$ cat config.mk
export PLATFORM = sky130hd
export DESIGN_NAME = axis_stim_seq
export DESIGN_NICKNAME = d
export VERILOG_FILES = /design/src/rtl/axis_stim_seq.sv
export SDC_FILE = /design/constraint.sdc
export NUM_CORES = 1
export LEC_CHECK = 0
export CORE_MARGIN = 2
export CORE_UTILIZATION = 54
export CTS_CLUSTER_DIAMETER = 80
export DETAILED_ROUTE_END_ITERATION = 16
export HOLD_SLACK_MARGIN = 0.08
export PLACE_DENSITY_LB_ADDON = 0.08
export SLEW_MARGIN = 20
export SYNTH_ARGS = -nofsm -noshare
export SYNTH_HDL_FRONTEND = slang
export SYNTH_SLANG_ARGS = --single-unit
$ cat constraint.sdc
create_clock -name clk -period 3.7 [get_ports clk]
set_clock_uncertainty 0.1 [all_clocks]
set_input_delay 1.11 -clock clk [delete_from_list [all_inputs] [get_ports clk]]
set_output_delay 1.11 -clock clk [all_outputs]
set_load 0.05 [all_outputs]
$ cat src/rtl/axis_stim_seq.sv
// Frame sequencer: launches stimulus-generator frames and counts beats/frames on a passive AXIS tap.
// Define AXIS_STIM_SEQ_WDOG_EN to enable the WAIT_LAST stall watchdog (timeout_err tied low otherwise).
module axis_stim_seq #(
   parameter int unsigned CNT_WIDTH   = 16,
   parameter int unsigned TIMEOUT_CYC = 1024
) (
   input  logic                 clk,
   input  logic                 rstn,
   input  logic                 go,
   input  logic                 abort,
   input  logic [CNT_WIDTH-1:0] num_frames,
   input  logic [15:0]          gap_cycles,
   output logic                 stim_start,
   input  logic                 mon_tvalid,
   input  logic                 mon_tready,
   input  logic                 mon_tlast,
   output logic                 busy,
   output logic                 done,
   output logic                 aborted,
   output logic                 timeout_err,
   output logic [CNT_WIDTH-1:0] frame_cnt,
   output logic [31:0]          beat_cnt
);

   typedef enum logic [2:0] {IDLE, START, WAIT_LAST, GAP, DONE} state_t;

   state_t               state, state_nxt;
   logic [CNT_WIDTH-1:0] frames_lat, frames_lat_nxt, frame_cnt_nxt;
   logic [15:0]          gap_lat, gap_lat_nxt, gap_cnt, gap_cnt_nxt;
   logic [31:0]          beat_cnt_nxt;
   logic                 stim_start_nxt, aborted_nxt;
   logic                 hs;

`ifdef AXIS_STIM_SEQ_WDOG_EN
   localparam int unsigned WD_W = $clog2(TIMEOUT_CYC + 1);
   logic [WD_W-1:0] wdog, wdog_nxt;
   logic            to_nxt;
`endif

   assign hs = mon_tvalid & mon_tready;

   always_comb begin
      state_nxt      = state;
      frames_lat_nxt = frames_lat;
      gap_lat_nxt    = gap_lat;
      gap_cnt_nxt    = gap_cnt;
      frame_cnt_nxt  = frame_cnt;
      beat_cnt_nxt   = beat_cnt;
      aborted_nxt    = aborted;
      stim_start_nxt = 1'b0;
`ifdef AXIS_STIM_SEQ_WDOG_EN
      wdog_nxt       = wdog;
      to_nxt         = timeout_err;
`endif
      case (state)
         IDLE: begin
            if (go) begin
               frames_lat_nxt = num_frames;
               gap_lat_nxt    = gap_cycles;
               frame_cnt_nxt  = '0;
               beat_cnt_nxt   = '0;
               aborted_nxt    = 1'b0;
`ifdef AXIS_STIM_SEQ_WDOG_EN
               to_nxt         = 1'b0;
`endif
               state_nxt      = START;
            end
         end
         START: begin
`ifdef AXIS_STIM_SEQ_WDOG_EN
            wdog_nxt = '0;
`endif
            // The pulse is registered out of START, so it appears in the first WAIT_LAST cycle.
            if (abort) begin
               aborted_nxt = 1'b1;
               state_nxt   = DONE;
            end else begin
               stim_start_nxt = 1'b1;
               state_nxt      = WAIT_LAST;
            end
         end
         WAIT_LAST: begin
            if (hs)
               beat_cnt_nxt = beat_cnt + 32'd1;
            if (hs && mon_tlast)
               frame_cnt_nxt = frame_cnt + CNT_WIDTH'(1);
            if (abort) begin
               aborted_nxt = 1'b1;
               state_nxt   = DONE;
            end else if (hs && mon_tlast) begin
               if (frames_lat != '0 && frame_cnt_nxt == frames_lat)
                  state_nxt = DONE;
               else if (gap_lat == '0)
                  state_nxt = START;
               else begin
                  gap_cnt_nxt = gap_lat;
                  state_nxt   = GAP;
               end
            end
`ifdef AXIS_STIM_SEQ_WDOG_EN
            else if (hs)
               wdog_nxt = '0;
            else if (wdog == WD_W'(TIMEOUT_CYC)) begin
               to_nxt    = 1'b1;
               state_nxt = DONE;
            end else
               wdog_nxt = wdog + WD_W'(1);
`endif
         end
         GAP: begin
            if (abort) begin
               aborted_nxt = 1'b1;
               state_nxt   = DONE;
            end else begin
               gap_cnt_nxt = gap_cnt - 16'd1;
               if (gap_cnt == 16'd1)
                  state_nxt = START;
            end
         end
         DONE:    state_nxt = IDLE;
         default: state_nxt = IDLE;
      endcase
   end

   always_ff @(posedge clk or negedge rstn) begin
      if (!rstn) begin
         state      <= IDLE;
         frames_lat <= '0;
         gap_lat    <= '0;
         gap_cnt    <= '0;
         frame_cnt  <= '0;
         beat_cnt   <= '0;
         aborted    <= 1'b0;
         stim_start <= 1'b0;
         busy       <= 1'b0;
         done       <= 1'b0;
      end else begin
         state      <= state_nxt;
         frames_lat <= frames_lat_nxt;
         gap_lat    <= gap_lat_nxt;
         gap_cnt    <= gap_cnt_nxt;
         frame_cnt  <= frame_cnt_nxt;
         beat_cnt   <= beat_cnt_nxt;
         aborted    <= aborted_nxt;
         stim_start <= stim_start_nxt;
         busy       <= (state_nxt != IDLE);
         done       <= (state_nxt == DONE);
      end
   end

`ifdef AXIS_STIM_SEQ_WDOG_EN
   always_ff @(posedge clk or negedge rstn) begin
      if (!rstn) begin
         wdog        <= '0;
         timeout_err <= 1'b0;
      end else begin
         wdog        <= wdog_nxt;
         timeout_err <= to_nxt;
      end
   end
`else
   assign timeout_err = 1'b0;
`endif

endmodule

# Yosys cells after proc, flatten, opt, wreduce, memory -nomap -nowiden
# Index checks and enable logic that the tools add are counted.
# op_classes
add_sub_neg	3
n_bitwise	1
order_cmp	0
reduce_logical	15
n_div	0
n_mux	27
n_eq_ne	14
mul	0
shifts	0
# ops
cell	n
$mux 16	8
$mux 32	2
$pmux 16 s2	2
$pmux 32 s2	1
$add 32x1->32 const B	1
$mux 3	7
$add 16x1->16 const B	1
$eq 16x1->1 const B	1
$eq 16x16->1	1
$logic_not 16->1	1
$reduce_bool 16->1	1
$sub 16x1->16 const B	1
$ne 2x2->1 const B	7
$pmux 3 s4	1
$eq 3x2->1 const B	2
$reduce_and 3->1	2
$reduce_and 6->1	1
$reduce_bool 2->1	3
$mux 1	4
$reduce_and 2->1	2
$eq 3x1->1 const B	1
$eq 3x3->1 const B	1
$logic_not 3->1	1
$reduce_bool 3->1	1
other kinds (6)	7
# word_totals
latch_bits	0
in_bits	39
ram_bits	0
ff_bits	103
rom_bits	0
wordCells	70
mem_count	0
out_inout_bits	53

# Logic depth before layout (Yosys ltp)
# depth
depth_word	11
mapped_depth	13
depth_no_buf	8

# Worst setup path before layout
# Ideal clock, no wire load.
# synth_timing
kind	in2reg
startpoint	input mon_tlast
endpoint	register gap_cnt[13]
n_path_buf	3
setup_slack_ns	0.511
t_arrival_ns	2.969
setup_time_ns	0.120
stages	11
required_ns	3.480
path_cell_list	nand4_2 -> nor3_4 -> and4_1 -> a2111o_1 -> nor4_2 -> and2_1 -> buf_4 -> or2_1 -> buf_6 -> buf_8 -> o211a_1
# synth_via
elab_chain_cells	7
elab_cells_between_ends	8
cone_classes	eq/ne (3); mux (2); reduce/logical (3)
# synth_lines
item	line	rtl
start: declaration	16	input logic mon_tlast,
$logic_and 1x1->1 (*)	85, 90	
$mux 16	85	if (hs && mon_tlast)
$mux 16	55	case (state)
$eq 16x16->1	91	if (frames_lat != '0 && frame_cnt_nxt == frames_lat)
$logic_and 1x1->1	91	
$ne 2x2->1 (no source line)	n/a	
$reduce_and 6->1 (no source line) (*)	n/a	
end signal: assignment	141	gap_cnt <= gap_cnt_nxt;
end: declaration	29	logic [15:0] gap_lat, gap_lat_nxt, gap_cnt, gap_cnt_nxt;
# Mark *: on every way between the ends. The rest lies on a longest branch, timed or not. The select of a mux whose other input is x is not followed.
# A chain may end at the register's enable or synchronous reset.

# Worst setup path after layout
# layout_timing
startpoint	input mon_tready
endpoint	register gap_cnt[0]
# layout_via
elab_chain_cells	8
elab_cells_between_ends	9
cone_classes	eq/ne (3); mux (2); bitwise (1); reduce/logical (3)
# layout_lines
item	line	rtl
start: declaration	15	input logic mon_tready,
$and 1x1->1 (*)	40	assign hs = mon_tvalid & mon_tready;
$logic_and 1x1->1 (*)	85, 90	
$mux 16	85	
$mux 16	55	
$eq 16x16->1	91	
$logic_and 1x1->1	91	
$ne 2x2->1 (no source line)	n/a	
$reduce_and 6->1 (no source line) (*)	n/a	
# Marks and branches as above.

==> metrics.md <==
| Metric | Value |
|---|---|
| Initial antenna violation count | `0` |
| DP Area | `0.00672 mm²` |
| Non-Filler Instances | `822` |
| Crit path capture type | `flip-flop` |
| Post-Synthesis Cells | `575` |
| Setup Fix Bufs, Post-CTS | `0` |
| Post-DP HPWL | `9990 µm` |
| DRC | `0` |
| Final ANT Viol Nets | `0` |
| Area growth, synth to finish | `25.5%` |
| Unrepaired setup endpoints after global routing | `no` |
| Via density | `5.91` |
| First-pass GRT wire length | `22900 µm` |
| Filler Cell Count | `802` |
| Number of I/O pins | `92` |
| Largest net degree at the start of global routing | `55` |
| Worst slew margin | `0.316` |
| TritonCTS clock tree | `built` |
| IO Port Bufs | `90` |
| EDFF count, synth | `0` |
| TritonCTS buffer count | `9` |
| Synth Net Count | `618` |
| Clk slew on worst S/H paths | `0.10 ns` |
| GRT Total Usage | `0.257` |
| Power density cells | `528 mW/mm²` |
| Static leakage | `2.92 nW` |
| CORE AREA | `0.00982 mm²` |
| Unique masters post-synth | `59` |
| Clk buf depth | `2` |
| CP most frequent cell | `buf_4` |
| HP Class | `reg -> reg` |
| Post-synth top area cell | `dfrtp_1` |
| Drt first pass iters | `5` |
| CP Data Arrival Time | `3.77 ns` |
| Seq/Total Area, Yosys | `0.468` |
| Fin. Hold Viols | `0` |
| Max frequency | `278 MHz` |
| Die Wd | `105 µm` |
| Global route total overflow | `0` |
| Die height | `105 µm` |
| Max-cap violations | `0` |
| Req. time, crit path | `3.87 ns` |
| WL final | `13600 µm` |
| Antenna cells | `0` |
| Synthesized cell area | `0.00551 mm²` |
| R2R Setup Slk | `0.67 ns` |
| CP Max Fanout | `11` |
| Clock sink total | `103` |
| Status | `completed` |
| Synth Flop Type | `dfrtp_1` |
| Post-synthesis register bit count | `103` |
| Share of cells above drive strength 1 | `0.132` |
| Post-route cell area | `0.00692 mm²` |
| WP buf/inv | `3` |
| Routability congestion estimate | `0.941` |
| Root buffer cell | `clkbuf_8` |
| Initial core utilization | `0.561` |
| Fin crit share | `0.972` |
| Final setup vio count | `0` |
| Largest stage delay on the critical path | `0.57 ns` |
| Max Slew Vio Count | `0` |
| Row count | `36` |
| Worst IR Drop VDD | `323 µV` |
| CP delay by family, top | `simple AND/OR/NAND/NOR gates` |
| Post-synth ARST share | `1.00` |
| Area contributors post-synth | `dfrtp_1 (47%), mux2_2 (6.1%), xor2_1 (4.1%)` |
| Critical path's slowest cell | `clkdlybuf4s50_1` |
| Worst skew pair latency | `0.37 ns` |
| Starting DRT DRC Count | `300` |
| Crit path time final | `3.60 ns` |
| Routed via count | `4857` |
| Ys Warns | `0` |
| H-Tree Depth | `3` |
| CP Class | `in -> reg` |
| Synth top area share | `0.468` |
| Vias in the first global route | `4605` |
| CTS Hold Buffers Added | `0` |
| Layout net count | `727` |
| Avg Inst Size Synth | `9.58 µm²` |
| Routed length per instance | `16.6 µm` |
| Worst-path cell chain | `clkdlybuf4s50_1 > and4_1 > buf_4 > nand4_1 > xnor2_1 > o221ai_1 > nor4_2 > and2_2 > buf_4 > or4_1 > o211a_1` |
| Startpoint type of the worst setup path | `input port` |
| Slew @ Worst Pin | `1.02 ns` |
| Placed cells | `806` |
| Die Area | `0.0110 mm²` |
==> kinds of logic after synthesis <==
logic type	Yosys count	synth area share
muxes	32	0.0650
buffers and inverters	40	0.0354
and+or+nand+nor	233	0.217
adders and majority gates	4	0.00909
DFF	103	0.468
AOI/OAI and AO/OA	115	0.131
xor gates and xnor gates	47	0.0747
other	1	0.000681
==> metal layers <==
| metal | wire (µm) | vias up | GRT usage |
|---|---|---|---|
| met5 | 0 | - | 0 |
| met4 | 143 | 0 | 0.0762 |
| met3 | 804 | 14 | 0.0512 |
| met2 | 6430 | 172 | 0.398 |
| met1 | 6240 | 2374 | 0.366 |
| li1 | - | 2297 | - |
==> cells in the mapped netlist, types with 6 or more instances <==
library cell and number:
dfrtp_1 103, nor2_1 59, nand2_1 45, o21ai_0 38
a21oi_1 32, nand3_1 32, mux2_2 30, xor2_1 26
xnor2_1 21, and3_1 18, nor3_1 14, clkbuf_1 13
nand4_1 13, inv_1 12, nor4_1 12, or3_1 11
o31ai_1 7, buf_2 6
==> worst paths after layout <==
check	startpoint	to	depth (start not counted)
max in group asynchronous	rstn	frame_cnt[11]	2
max	mon_tready	gap_cnt[0]	11
min reg2reg	gap_cnt[15]	gap_cnt[15]	1
max reg2reg	frame_cnt[6]	gap_cnt[0]	10
min in group asynchronous	rstn	beat_cnt[29]	1
min	gap_cnt[15]	gap_cnt[15]	1
==> report_power, final <==
part	switching, mW	internal, mW
registers	0.335	1.41
logic	0.664	0.562
clock network	0.405	0.271
total	1.40	2.25
==> cells in the final DEF (no fill, tap or decap), drive strengths merged, types with 14 or more instances in the layout <==
master,netlist,layout
a21oi,32,32
and3,18,18
buf,15,37
clkdlybuf4s50,0,89
dfrtp,103,103
inv,12,15
mux2,30,30
nand2,45,45
nand3,32,32
nand4,14,14
nor2,59,59
nor3,15,15
o21ai,38,38
xnor2,21,21
xor2,26,26
==> flip-flops by register name, summed over array words and instances, names as in the netlist <==
register,cells
aborted,1
done,1
gap_cnt,16
state,3
busy,1
beat_cnt,32
frames_lat,16
stim_start,1
frame_cnt,16
gap_lat,16
==> through the flow <==
| stage | worst slack (ns) | total power, mW | hold WS (ns) | util | TNS [ns] |
|---|---|---|---|---|---|
| after floorplan | 0.511 | 2.58 | 0.378 | - | 0 |
| after global placement | -0.206 | 2.93 | 0.411 | 0.685 | -2.74 |
| after detailed placement | -0.226 | 2.98 | 0.419 | 0.685 | -3.02 |
| after CTS | 0.106 | 3.66 | 0.435 | 0.704 | 0 |
| after global routing | 0.00269 | 3.88 | 0.460 | 0.704 | 0 |
| final | 0.103 | 3.65 | 0.439 | 0.704 | 0 |
==> cell type report <==
type,instances,area (µm²),share of cell area
inverters,12,45.0,0.00651
repair buffers,126,1190,0.173
well taps,133,166,0.0241
clock buffers,10,138,0.0199
multi-input cells,432,2750,0.397
clock inverters,6,50.0,0.00724
flip-flops and latches,103,2580,0.373
==> repair_timing <==
item	CTS	global route
endpoints found under the hold margin	0	0
endpoints found under the setup margin	0	17
gates resized for setup	0	3
No activity file was read; power rests on OpenSTA's default activity.
